### config.mk
export PLATFORM = sky130hd
export DESIGN_NAME = vram_arbiter
export DESIGN_NICKNAME = d
export VERILOG_FILES = /design/src/rtl/vram_arbiter.sv
export SDC_FILE = /design/constraint.sdc
export NUM_CORES = 1
export LEC_CHECK = 0
export BUFFER_PORTS_ARGS = -buffer_cell sky130_fd_sc_hd__buf_2
export CORE_MARGIN = 2
export CORE_UTILIZATION = 54
export CTS_CLUSTER_DIAMETER = 150
export CTS_CLUSTER_SIZE = 16
export DETAILED_ROUTE_END_ITERATION = 8
export PLACE_DENSITY = 0.82
export SYNTH_ARGS = -nofsm -noshare
export SYNTH_HDL_FRONTEND = slang
export SYNTH_SLANG_ARGS = --single-unit
### constraint.sdc
create_clock -name clk -period 7.8 [get_ports clk]
set_clock_uncertainty 0.1 [all_clocks]
set_input_delay 1.17 -clock clk [delete_from_list [all_inputs] [get_ports clk]]
set_output_delay 1.17 -clock clk [all_outputs]
set_load 0.03 [all_outputs]
### src/rtl/vram_arbiter.sv
// rtl/vram_arbiter.sv - single-port framebuffer BRAM arbiter: video scan-out, clear engine, pixel writer
//
// Purpose: owns the one BRAM port. Video fetches (issued two pixels ahead of
// hpos) always win; the clear-screen engine and the external writer share the
// remaining cycles, with the clear pass taking precedence over the writer.
//
// Ports:
//   clk, reset        pixel clock, synchronous active-low reset
//   hpos, vpos        current beam position from the sync generator
//   wr_valid/addr/data, wr_ready
//                     external pixel writer; a transfer happens on wr_valid & wr_ready
//   clr_start, clr_color, clr_busy, clr_done
//                     clear-screen control; color sampled on an accepted start
//   bram_addr/we/wdata  combinational BRAM request
//   bram_rdata        BRAM read data, one cycle after the address
//   pixel_out         registered pixel aligned to the current hpos/vpos
`timescale 1ns/1ps
module vram_arbiter #(
  parameter int H_DISPLAY   = 640,
  parameter int V_DISPLAY   = 480,
  parameter int H_MAX       = 799,
  parameter int V_MAX       = 524,
  parameter int FB_W        = 160,
  parameter int FB_H        = 120,
  parameter int SCALE_SHIFT = 2,
  parameter int ADDR_W      = 15,
  parameter int DATA_W      = 8
) (
  input  logic              clk,
  input  logic              reset,
  input  logic [10:0]       hpos,
  input  logic [10:0]       vpos,
  input  logic              wr_valid,
  input  logic [ADDR_W-1:0] wr_addr,
  input  logic [DATA_W-1:0] wr_data,
  output logic              wr_ready,
  input  logic              clr_start,
  input  logic [DATA_W-1:0] clr_color,
  output logic              clr_busy,
  output logic              clr_done,
  output logic [ADDR_W-1:0] bram_addr,
  output logic              bram_we,
  output logic [DATA_W-1:0] bram_wdata,
  input  logic [DATA_W-1:0] bram_rdata,
  output logic [DATA_W-1:0] pixel_out
);

  localparam logic [10:0]       H_MAX_C  = 11'(H_MAX);
  localparam logic [10:0]       V_MAX_C  = 11'(V_MAX);
  localparam logic [10:0]       H_DISP_C = 11'(H_DISPLAY);
  localparam logic [10:0]       V_DISP_C = 11'(V_DISPLAY);
  localparam logic [ADDR_W-1:0] LAST_C   = ADDR_W'(FB_W * FB_H - 1);

  typedef enum logic {IDLE, CLEAR} state_t;

  state_t            state_q, state_d;
  logic [ADDR_W-1:0] clr_addr_q, clr_addr_d;
  logic [DATA_W-1:0] clr_color_q, clr_color_d;
  logic [DATA_W-1:0] pixel_q, pixel_d;
  logic              clr_done_q, clr_done_d;

  // Lookahead position: the fetch issued now lands in pixel_out two pixels later.
  logic [11:0]       hp2;
  logic              nx_wrap;
  logic [10:0]       nx, ny;
  logic              vslot;
  logic [ADDR_W-1:0] vaddr;

  always_comb begin
    hp2     = {1'b0, hpos} + 12'd2;
    nx_wrap = hp2 > {1'b0, H_MAX_C};
    nx      = nx_wrap ? 11'(hp2 - {1'b0, H_MAX_C} - 12'd1) : hp2[10:0];
    if (nx_wrap) ny = (vpos == V_MAX_C) ? 11'd0 : vpos + 11'd1;
    else         ny = vpos;
    vslot = (nx < H_DISP_C) && (ny < V_DISP_C) && (nx[SCALE_SHIFT-1:0] == '0);
    vaddr = ADDR_W'(ny >> SCALE_SHIFT) * ADDR_W'(FB_W) + ADDR_W'(nx >> SCALE_SHIFT);
  end

  // Position the beam reaches at the next edge; pixel_out is loaded for that position.
  logic [10:0] hn, vn;
  logic        vis_n;

  always_comb begin
    hn = (hpos == H_MAX_C) ? 11'd0 : hpos + 11'd1;
    if (hpos == H_MAX_C) vn = (vpos == V_MAX_C) ? 11'd0 : vpos + 11'd1;
    else                 vn = vpos;
    vis_n = (hn < H_DISP_C) && (vn < V_DISP_C);
    pixel_d = pixel_q;
    if (!vis_n)                              pixel_d = '0;
    else if (hn[SCALE_SHIFT-1:0] == '0)      pixel_d = bram_rdata;
  end

  // Port grant: video, then clear, then writer. Everything is forced off in reset.
  always_comb begin
    bram_addr  = '0;
    bram_we    = 1'b0;
    bram_wdata = '0;
    wr_ready   = 1'b0;
    if (reset) begin
      if (vslot) begin
        bram_addr = vaddr;
      end else if (state_q == CLEAR) begin
        bram_addr  = clr_addr_q;
        bram_we    = 1'b1;
        bram_wdata = clr_color_q;
      end else begin
        wr_ready = 1'b1;
        if (wr_valid) begin
          bram_addr  = wr_addr;
          bram_we    = 1'b1;
          bram_wdata = wr_data;
        end
      end
    end
  end

  always_comb begin
    state_d     = state_q;
    clr_addr_d  = clr_addr_q;
    clr_color_d = clr_color_q;
    clr_done_d  = 1'b0;
    case (state_q)
      IDLE: begin
        if (clr_start) begin
          state_d     = CLEAR;
          clr_color_d = clr_color;
          clr_addr_d  = '0;
        end
      end
      CLEAR: begin
        // Clear only advances in cycles it actually owns the port.
        if (!vslot) begin
          if (clr_addr_q == LAST_C) begin
            state_d    = IDLE;
            clr_addr_d = '0;
            clr_done_d = 1'b1;
          end else begin
            clr_addr_d = clr_addr_q + 1'b1;
          end
        end
      end
      default: state_d = IDLE;
    endcase
  end

  always_ff @(posedge clk) begin
    clr_color_q <= clr_color_d;
    if (!reset) begin
      state_q    <= IDLE;
      clr_addr_q <= '0;
      pixel_q    <= '0;
      clr_done_q <= 1'b0;
    end else begin
      state_q    <= state_d;
      clr_addr_q <= clr_addr_d;
      pixel_q    <= pixel_d;
      clr_done_q <= clr_done_d;
    end
  end

  assign clr_busy  = (state_q == CLEAR);
  assign clr_done  = clr_done_q;
  assign pixel_out = pixel_q;

endmodule

==> metrics.md <==
| Metric | Value |
|---|---|
| Row cnt | 30 |
| Max Root-Sink Buffers | 2 |
| Synth area leaders | dfxtp_1, ha_1, edfxtp_1 |
| Hold bufs inserted after CTS | 0 |
| Number of diodes | 0 |
| FF/Latch Area | 741 um2 |
| Period utilisation layout | 92.4% |
| Status | complete, no violations |
| Psw | 0.000203 W |
| CTS Root Cell | clkbuf_8 |
| IO buf count | 99 |
| IO Pins | 100 |
| Synthesis-stage register bit count | 33 |
| P_leak | 1.77 nW |
| Hold Crit Class | flip-flop to flip-flop |
| Largest net degree at the start of global routing | 44 |
| Core region area | 6760 um2 |
| Sum Neg Setup Slack | 0 ps |
| Start point of the worst hold path | pixel_out[7]$_SDFFE_PN0N_ |
| Most frequent cell after synthesis | nand2_1 |
| CP startpoint | hpos[1] |
| Tot Pwr | 0.000557 W |
| Synth-to-Final Area Change | 13.9% |
| Synth Flop Type | dfxtp_1 |
| RR Startpoint | clr_addr_q[0]$_SDFFE_PN0P_ |
| Filler Cell Count | 575 |
| Placer Congestion | 0.987 |
| Met2 Use GR | 40.8% |
| TritonCTS Buffers | 5 |
| Syn Nets | 568 |
| Initial antenna violation count | 0 |
| Final Hold Viols | 0 |
| Internal Pwr Total | 0.000355 W |
| Post-CTS setup buffer count | 0 |
| Synth cell types | 72 |
| Crit path required time | 6530 ps |
| Combinational share of power | 38.3% |
| DR vias | 4141 |
| Post-synth top area cell | dfxtp_1 |
| Gr ovfl total | 0 |
| Global-route wire length before repair | 16700 um |
| Share of cells above drive strength 1 | 24.0% |
| Clock sinks | 33 |
| Final Critical Period | 7210 ps |
| DRC Markers | 0 |
| CP cell instances | buf_2 -> ha_1 -> and4_1 -> o21ai_0 -> nand2_1 -> o21a_1 -> nor3_1 -> nand2_1 -> o21ai_0 -> ha_1 -> ha_1 -> nor2b_1 -> o21ai_0 -> a21oi_1 -> o21a_1 -> nor2_1 -> xor2_1 -> xnor3_1 -> a211oi_1 -> buf_2 |
| Hold Worst Slack | 363 ps |
| Synth Cell Area | 3750 um2 |
| Die area | 7620 um2 |
| Dpl hpwl | 7900 um |
| Slew headroom | 38.1% |
| Die Y | 87.3 um |
| Initial core utilization | 55.4% |
| Post-CTS sizing | 0 |
| Seq/Total Area, Yosys | 19.8% |
| Clk network pwr share | 29.2% |
| Sw Share | 36.4% |
| Area of the multi-input gates | 2750 um2 |
| Kind of critical path | input pin to output pin |
| Buf+Inv Stages, Crit Path | 2 |
| Max FO, Critical Path | 18 |
| Initial drt markers | 427 |
| Die X | 87.3 um |
| Worst-margin pin slew | 921 ps |
| CTS tree | done |
| Average size of a mapped cell | 7.79 um2 |
| Power density cells | 131 nW/um2 |
| GR Layer Usage met1 | 38.9% |
| Layout Nets | 640 |
| Post-detailed-route count of antenna-violating nets | 0 |
| Drt wl/cell | 16.8 um |
| F_max | 139 MHz |
| CP delay by family, top | compound AO/OA/AOI/OAI gates |
| Ys async rst share | 0% |
| Synth warn | 0 |
| GRT Util Overall | 26.7% |
| VDD IR max | 0.106 mV |
| Vias in the first global route | 3553 |
| Unrepaired setup endpoints after global routing | false |
| CP max stage delay | 440 ps |
| Slew Limit Fails | 0 |
| H-tree depth | 2 |
| Vias per std cell | 6.53 |
| Post-synth EDFFs | 8 |
| Max Cap Viol | 0 |
| CP startpoint kind | input pin |
| Nature of the critical path endpoint | output pin |
| CP max-delay cell | o21a_1 |
| Reg power frac | 32.4% |
| Crit path DAT | 5940 ps |
| Reg clk slew, reported paths | 70 ps |
| WL final | 10600 um |
| Drt first pass iters | 8 |
| Final setup fails | 0 |
| Most Crowded Layer GR | met2 |
| Synth Instances | 481 |
| Final Util | 63.2% |
| Worst skew pair latency | 280 ps |
| Post-synth top cells | nand2_1, nand3_1, nor2_1 |
| Post-synth top area share | 13.4% |
| GR Util met3 | 5.21% |
==> final timing paths <==
check,endpoint,slack (ps),cells past startpoint
min,pixel_out[7]$_SDFFE_PN0N_,360,2
min reg2reg,pixel_out[7]$_SDFFE_PN0N_,360,2
max,bram_addr[14],590,20
max reg2reg,clr_addr_q[2]$_SDFFE_PN0P_,4710,8
==> worst reg2reg max path, stage by stage (launching register included) <==
cell,delay [ps]
dfxtp_1,440
ha_1,230
nand3_1,160
or2_2,370
nor4_1,800
nor2b_1,350
nand4b_1,200
a21oi_1,50
a221o_1,280
==> per-stage QoR <==
stage / cells / setup WS, ps / cell area [um2]
after global routing: 634 / 154 / 4270
after detailed placement: 626 / 626 / 4150
after CTS: 634 / 612 / 4270
after floorplan: 481 / 968 / 3750
after global placement: 626 / 818 / 4150
final: 634 / 593 / 4270
==> kinds of logic after synthesis <==
family                   share of synthesized area (%)
AO/OA/AOI/OAI                                     30.5
XOR/XNOR                                          6.45
adder cells (fa/ha/maj)                           7.75
buffers and inverters                             6.75
flip-flops                                        19.8
multiplexers                                      1.14
AND/OR/NAND/NOR                                   27.6
==> registers in the layout, summed over array words and instances (netlist names) <==
name and flops:
clr_busy 1, clr_color_q 8, clr_addr_q 15, pixel_out 8
clr_done 1
==> layer usage <==
metal | routed length, um | share of wire (%) | vias to the layer above
met2 | 4780 | 45 | 231
met4 | 107 | 1.0 | 0
li1 | - | - | 1999
met5 | 0 | 0 | -
met3 | 952 | 8.9 | 10
met1 | 4800 | 45 | 1901
==> layout by cell type (no fill, tap or decap), drive strengths merged, types with 3 or more instances in the layout <==
cell type | synthesis | layout
buf | 18 | 102
a211o | 5 | 5
ha | 20 | 20
a221o | 4 | 4
and4 | 3 | 3
nand3 | 36 | 36
o311ai | 4 | 4
edfxtp | 8 | 8
o21ai | 23 | 23
o31ai | 4 | 4
a21o | 3 | 3
nor2b | 7 | 7
a31oi | 5 | 5
a2111oi | 3 | 3
a22o | 3 | 3
xor2 | 7 | 7
nand2 | 51 | 51
a21oi | 31 | 31
nand2b | 5 | 5
a222oi | 15 | 15
a22oi | 7 | 7
nor2 | 34 | 34
nand4b | 4 | 4
dfxtp | 25 | 25
nand4 | 13 | 13
a211oi | 17 | 17
a32oi | 3 | 3
and3 | 12 | 12
clkbuf | 19 | 5
xnor2 | 18 | 18
nor3 | 15 | 15
inv | 11 | 11
o21a | 4 | 4
and2 | 7 | 7
o22ai | 4 | 4
nor4 | 3 | 3
==> cell type report <==
class / instances / area share [%]
Inverter: 11 / 0.967
Sequential cell: 33 / 17.4
Clock inverter: 3 / 1.08
Tap cell: 80 / 2.35
Multi-Input combinational cell: 400 / 64.5
Clock buffer: 5 / 1.61
Timing Repair Buffer: 102 / 12.1
==> power groups by stage <==
stage | clock, W | sequential (W) | combinational [W]
2_1_floorplan | 0 | 0.000185 | 0.000155
3_3_place_gp | 0 | 0.000184 | 0.000206
3_5_place_dp | 0 | 0.000185 | 0.000209
4_1_cts | 0.000165 | 0.000181 | 0.000211
5_1_grt | 0.000173 | 0.000181 | 0.000233
6_report | 0.000163 | 0.000181 | 0.000214
Note: power is estimated with default switching activity, not from simulation.
